### src/rtl/dataflow_pkg.sv
// Shared constants for the dataflow basic-logic unit: result-vector bit positions.
package dataflow_pkg;

  localparam int NUM_GATES = 7;

  localparam int AND_IDX  = 0;
  localparam int OR_IDX   = 1;
  localparam int NAND_IDX = 2;
  localparam int NOR_IDX  = 3;
  localparam int XOR_IDX  = 4;
  localparam int XNOR_IDX = 5;
  localparam int NOT_IDX  = 6;

endpackage

### src/rtl/dataflow_gate_core.sv
// Purely combinational two-input gate bank; one result bit per gate, ordered by dataflow_pkg indices.
module dataflow_gate_core
  import dataflow_pkg::*;
(
  input  logic                 a,
  input  logic                 b,
  output logic [NUM_GATES-1:0] res
);

  assign res[AND_IDX]  = a & b;
  assign res[OR_IDX]   = a | b;
  assign res[NAND_IDX] = ~(a & b);
  assign res[NOR_IDX]  = ~(a | b);
  assign res[XOR_IDX]  = a ^ b;
  assign res[XNOR_IDX] = ~(a ^ b);
  assign res[NOT_IDX]  = ~a;

endmodule

### src/rtl/dataflow.sv
// Basic-logic unit: combinational gate outputs, registered snapshot and saturating input-change counter.
// Optional sticky invariant checker on the snapshot when DATAFLOW_SELF_CHECK_EN is defined.
module dataflow
  import dataflow_pkg::*;
#(
  parameter int CNT_W = 8
) (
  input  logic                 clk,
  input  logic                 rst_n,
  input  logic                 a,
  input  logic                 b,
  input  logic                 cnt_clr,
  output logic                 out_and,
  output logic                 out_or,
  output logic                 out_nand,
  output logic                 out_nor,
  output logic                 out_xor,
  output logic                 out_xnor,
  output logic                 out_not,
  output logic [NUM_GATES-1:0] out_q,
  output logic [CNT_W-1:0]     chg_cnt
`ifdef DATAFLOW_SELF_CHECK_EN
  ,
  output logic                 chk_err
`endif
);

  logic [NUM_GATES-1:0] res;
  logic                 a_q;
  logic                 b_q;
  logic                 changed;

  dataflow_gate_core u_core (
    .a   (a),
    .b   (b),
    .res (res)
  );

  // Combinational outputs bypass the clock/reset domain entirely.
  assign out_and  = res[AND_IDX];
  assign out_or   = res[OR_IDX];
  assign out_nand = res[NAND_IDX];
  assign out_nor  = res[NOR_IDX];
  assign out_xor  = res[XOR_IDX];
  assign out_xnor = res[XNOR_IDX];
  assign out_not  = res[NOT_IDX];

  assign changed = ({a, b} != {a_q, b_q});

  always_ff @(posedge clk or negedge rst_n) begin
    if (!rst_n) begin
      a_q   <= 1'b0;
      b_q   <= 1'b0;
      out_q <= '0;
    end else begin
      a_q   <= a;
      b_q   <= b;
      out_q <= res;
    end
  end

  // Clear wins over increment; increment holds at all-ones.
  always_ff @(posedge clk or negedge rst_n) begin
    if (!rst_n) begin
      chg_cnt <= '0;
    end else if (cnt_clr) begin
      chg_cnt <= '0;
    end else if (changed && (chg_cnt != {CNT_W{1'b1}})) begin
      chg_cnt <= chg_cnt + {{(CNT_W-1){1'b0}}, 1'b1};
    end
  end

`ifdef DATAFLOW_SELF_CHECK_EN
  logic violation;

  assign violation = (out_q[NAND_IDX] != ~out_q[AND_IDX]) |
                     (out_q[NOR_IDX]  != ~out_q[OR_IDX])  |
                     (out_q[XNOR_IDX] != ~out_q[XOR_IDX]) |
                     (out_q[XOR_IDX]  != (out_q[AND_IDX] ^ out_q[OR_IDX]));

  always_ff @(posedge clk or negedge rst_n) begin
    if (!rst_n) begin
      chk_err <= 1'b0;
    end else if (violation) begin
      chk_err <= 1'b1;
    end
  end
`endif

endmodule

### config.mk
export PLATFORM = sky130hd
export DESIGN_NAME = dataflow
export DESIGN_NICKNAME = d
export VERILOG_FILES = /design/src/rtl/dataflow_pkg.sv /design/src/rtl/dataflow_gate_core.sv /design/src/rtl/dataflow.sv
export SDC_FILE = /design/constraint.sdc
export NUM_CORES = 1
export LEC_CHECK = 0
export ABC_AREA = 1
export CORE_UTILIZATION = 55
export DETAILED_ROUTE_END_ITERATION = 8
export DONT_BUFFER_PORTS = 1
export PLACE_DENSITY = 0.72
export SETUP_SLACK_MARGIN = 0.05
export SLEW_MARGIN = 20
export SYNTH_ARGS = -nofsm -noshare
export SYNTH_HDL_FRONTEND = slang
export SYNTH_SLANG_ARGS = --single-unit
### constraint.sdc
create_clock -name clk -period 2.8 [get_ports clk]
set_clock_uncertainty 0.05 [all_clocks]
set_input_delay 0.14 -clock clk [delete_from_list [all_inputs] [get_ports clk]]
set_output_delay 0.14 -clock clk [all_outputs]
set_load 0.05 [all_outputs]
# == After elaboration in Yosys (flattened, before gate mapping) ==
# Index checks and enable logic that the tools add are counted.
# W data, S select, Z words.
# classes
addsub,1
mul,0
div_mod_pow,0
n_lt_le_gt_ge,0
eq_ne,2
shift,0
muxes,2
n_bitwise,7
reduce_logical,2
# op_table
op,count
$mux W8,2
$add A8 B1 Y8 const B,1
$ne A8 B8 Y1 const B,1
$not A1 Y1,4
$ne A2 B2 Y1,1
$reduce_bool A2 Y1,1
$and A1 B1 Y1,1
$logic_and A1 B1 Y1,1
$or A1 B1 Y1,1
$xor A1 B1 Y1,1
# totals
reg_bits,17
latch_bits,0
ram_bits,0
mem_bits_ro,0
input_bits,5
out_inout_bits,22
wordCells,18
n_memories,0

# == Longest topological paths before layout ==
# logic_depth
ltp_word,4
mapped_depth,9
mapped_depth_nobuf,9

# == By module ==
# Synthesis repeated with hierarchy kept, for this count alone.
# unflattened
hier_cells,98
hier_area_um2,833.3
# modules_own_cells
mod,n_inst,cells_each,area_each_um2,seq_area_each_um2
dataflow,1,89,764.5,425.4
dataflow_gate_core,1,9,68.8,0.0

# == Least setup slack after synthesis ==
# No wires, ideal clock.
# synth_path
kind,input -> register
startpoint,in a
endpoint,reg out_q[1]
setup_ns,0.234
arrival_time_ns,1.429
t_required_ns,2.516
slack_ns,1.087
stages,3
path_buffers,0
path_cell_list,inv_1 > ha_1 > inv_1
# synth_via
elab_chain_len,1
# synth_rtl
item,line,rtl
"start, declared",dataflow.sv:10,"input logic a,"
$or A1 B1 Y1,dataflow_gate_core.sv:11,assign res[OR_IDX] = a | b;
named net out_or,dataflow.sv:14,"output logic out_or,"
"end signal, assigned",dataflow.sv:58,out_q <= res;
"end, declared",dataflow.sv:20,"output logic [NUM_GATES-1:0] out_q,"
# The timed path passes the listed nets, and every way through them passes these cells.
# A chain may end at the register's enable or synchronous reset.

# == Final worst setup path ==
# layout_path
startpoint,reg chg_cnt[0]
endpoint,reg chg_cnt[4]
# layout_via
elab_chain_len,3
elab_cells_between_ends,6
cone_classes,add/sub: 1; eq/ne: 1; mux: 2; reduce/logical: 2
# layout_rtl
item,line,rtl
"start, declared",dataflow.sv:21,output logic [CNT_W-1:0] chg_cnt
"start signal, assigned",dataflow.sv:69,"chg_cnt <= chg_cnt + {{(CNT_W-1){1'b0}}, 1'b1};"
$add A8 B1 Y8 / $ne A8 B8 Y1 (equally long branches),"dataflow.sv:69, dataflow.sv:68",
$mux W8 / $logic_and A1 B1 Y1 (equally long branches),dataflow.sv:68,end else if (changed && (chg_cnt != {CNT_W{1'b1}})) begin
$mux W8 / $reduce_bool A2 Y1 (equally long branches),n/a,
# Parallel ways exist; a longest one is shown, timed or not. The select of a mux whose other input is x is not followed.

==> out/metrics.cfg <==
[status]
status=finished, final reports clean

[die]
fp-row-count=13
initial_utilization_pct=61.5
die_h_um=41.1
die_w_um=41.1
dieArea_mm2=0.00169
num_io_pins=27
core_mm2=0.00137

[finish]
final_area_um2=930
drive_above_1_share_pct=18.4
nets=112
layout_commonest_cell=nand2_1
final_cell_mix=25 x nand2_1, 17 x dfrtp_1, 12 x inv_1
final_util_pct=68.0
n_antenna_cell=0
area_delta_synth_final_pct=10.6
fillers=100

[pwr]
p_leak_nw=0.489
seq_power_share_pct=60.9
p_sw_share_pct=35.2
power.switching_uw=177
power_density_mw_per_mm2=543
p_int_uw=327
power_frac_comb_pct=14.0
clockPowerShare_pct=25.1
peakVddDrop_mv=0.376

[placement]
numPortBuffers=0
gp_congestion=0.736
pre_cts_ws_ns=1.01
dp_hpwl_um=979
post_dp_cell_area_um2=862

[routing]
dr_total_vias=600
wl_mm=1.45
avgViaCountPerCell=5.08
route.detailed.drc=0
drtIter0Drc=13
ant_nets=0
firstDrtPassIters=4
post_drt_wl_per_cell_um=12.3

[sta]
finalSetupViolCount=0
timing_worst_slew_pin_value_ns=0.726
setup_ws_ns=0.991
rsz0062_at_grt=false
setup_tns_ns=0
fin_crit_sh_pct=64.6
maxSlewHeadroom_pct=51.4
timing_hold_violations_final=0
period_minus_slack_ns=1.81
slew_violations=0
max_freq_mhz=553

[worst_setup_path]
endpoint_kind=register
criticalPathCategory=reg2reg
critPathArrivalTime_ns=1.94
worst_setup_path_start_kind=register
crit_required_ns=2.93
critPathMaxFanout=10

[cts]
cts-root-buf=clkbuf_4
cts_num_sinks=17
post_cts_resized=0
cts.clk_slew.worst_paths_ns=0.09
htreeDepth=1
cts_tree=built
clockBufferDepth=2
clk_latency_ns=0.28
numCtsBuffers=3

[global_routing]
grt_max_degree=18
overflow=0
grt_pass1_wl_mm=1.95
grt_pass1_vias=453
grtUsageMet3_pct=7.07
antenna_found_initial=0
met2_usage_pct=26.6
grt.busiest_layer=met2
grt_use_total_pct=18.5
met1_usage_pct=23.8

[yosys]
netlist_instances=95
synth_top_area_share_pct=50.6
yosysTopAreaCell=dfrtp_1
ys_top_cells_by_area=dfrtp_1 51%, nand2_1 11%, nand3_1 6.0%
yosysSeqAreaShare_pct=50.6
synth_seq_cells=17
ys_types=20
yosysWarnings=0
syn_nets=103
syn_avg_cell_area_um2=8.85
syn_area_um2=841

[min_path]
min-delay-path-class=in2reg

[run]
maxCapViolCount=0

kinds of logic (layout without fill, tap and decap cells):
kind of cell / count (synthesis) / in the layout / synth area share, %
AOI/OAI and AO/OA: 3 / 3 / 2.08
xor gates and xnor gates: 1 / 1 / 1.04
adders and majority gates: 3 / 3 / 4.46
buffers and inverters: 16 / 24 / 7.59
DFF: 17 / 17 / 50.6
and+or+nand+nor: 55 / 55 / 34.2
power groups by stage:
stage          clock network, mW  registers, mW  logic, mW
2_1_floorplan                  0          0.311     0.0557
3_3_place_gp                   0          0.312     0.0608
3_5_place_dp                   0          0.312     0.0615
4_1_cts                    0.132          0.307     0.0713
5_1_grt                    0.139          0.310     0.0763
6_report                   0.127          0.307     0.0705
cell type report:
cell class	count	area [um^2]	share of cell area (%)
Sequential cell	17	425	45.8
Multi-Input combinational cell	62	352	37.8
Inverter	15	58.8	6.33
Timing Repair Buffer	5	47.5	5.11
Clock buffer	3	22.5	2.42
Tap cell	15	18.8	2.02
Clock inverter	1	5.00	0.538
timing repair:
action	4_1_cts	5_1_grt
buffers inserted	0	0
hold buffers	4	0
hold endpoints to repair	23	0
Yosys cell counts (all sizes together):
master  instances
nand2          29
dfrtp          17
inv            15
nand3          14
nor2           10
ha              3
nor3            2
a21oi           1
buf             1
o21ai           1
o21bai          1
xor2            1
sequential cells by signal, indices dropped and copies added, names as in the netlist:
register,flops
a_q,1
b_q,1
chg_cnt,8
out_q,7
worst paths after layout:
path | from | to | slack [ns] | cells past startpoint
worst max-delay path | chg_cnt[0] | chg_cnt[4] | 0.99 | 8
worst min-delay path | a | out_q[6] | 0.14 | 1
worst max register to register | chg_cnt[0] | chg_cnt[4] | 0.99 | 8
worst min register to register | chg_cnt[3] | chg_cnt[3] | 0.70 | 3
max in group asynchronous | rst_n | out_q[2] | 1.95 | 1
min in group asynchronous | rst_n | chg_cnt[1] | 0.30 | 1
per-layer routing:
metal / routed length (um) / share of wire, % / vias up
li1: - / - / 311
met1: 683 / 47 / 267
met2: 662 / 46 / 20
met3: 89 / 6.1 / 2
met4: 12 / 0.83 / 0
met5: 0 / 0 / -
through the flow:
step                      hold slack, ns  power, mW  cells
after global placement            -0.205      0.373    110
after global routing               0.142      0.526    118
final                              0.145      0.504    118
after detailed placement          -0.205      0.374    110
after CTS                          0.133      0.510    118
after floorplan                   -0.206      0.367     95
worst max-delay path, stage by stage, from the launching register on:
cell and delay, ns:
dfrtp_1 0.72, ha_1 0.27, nand2_1 0.10, nor2_2 0.17, nand2_4 0.08, nand2_8 0.11, nand2_2 0.07, nand2_1 0.08
nand2_1 0.05
(Power assumes the default switching activity.)
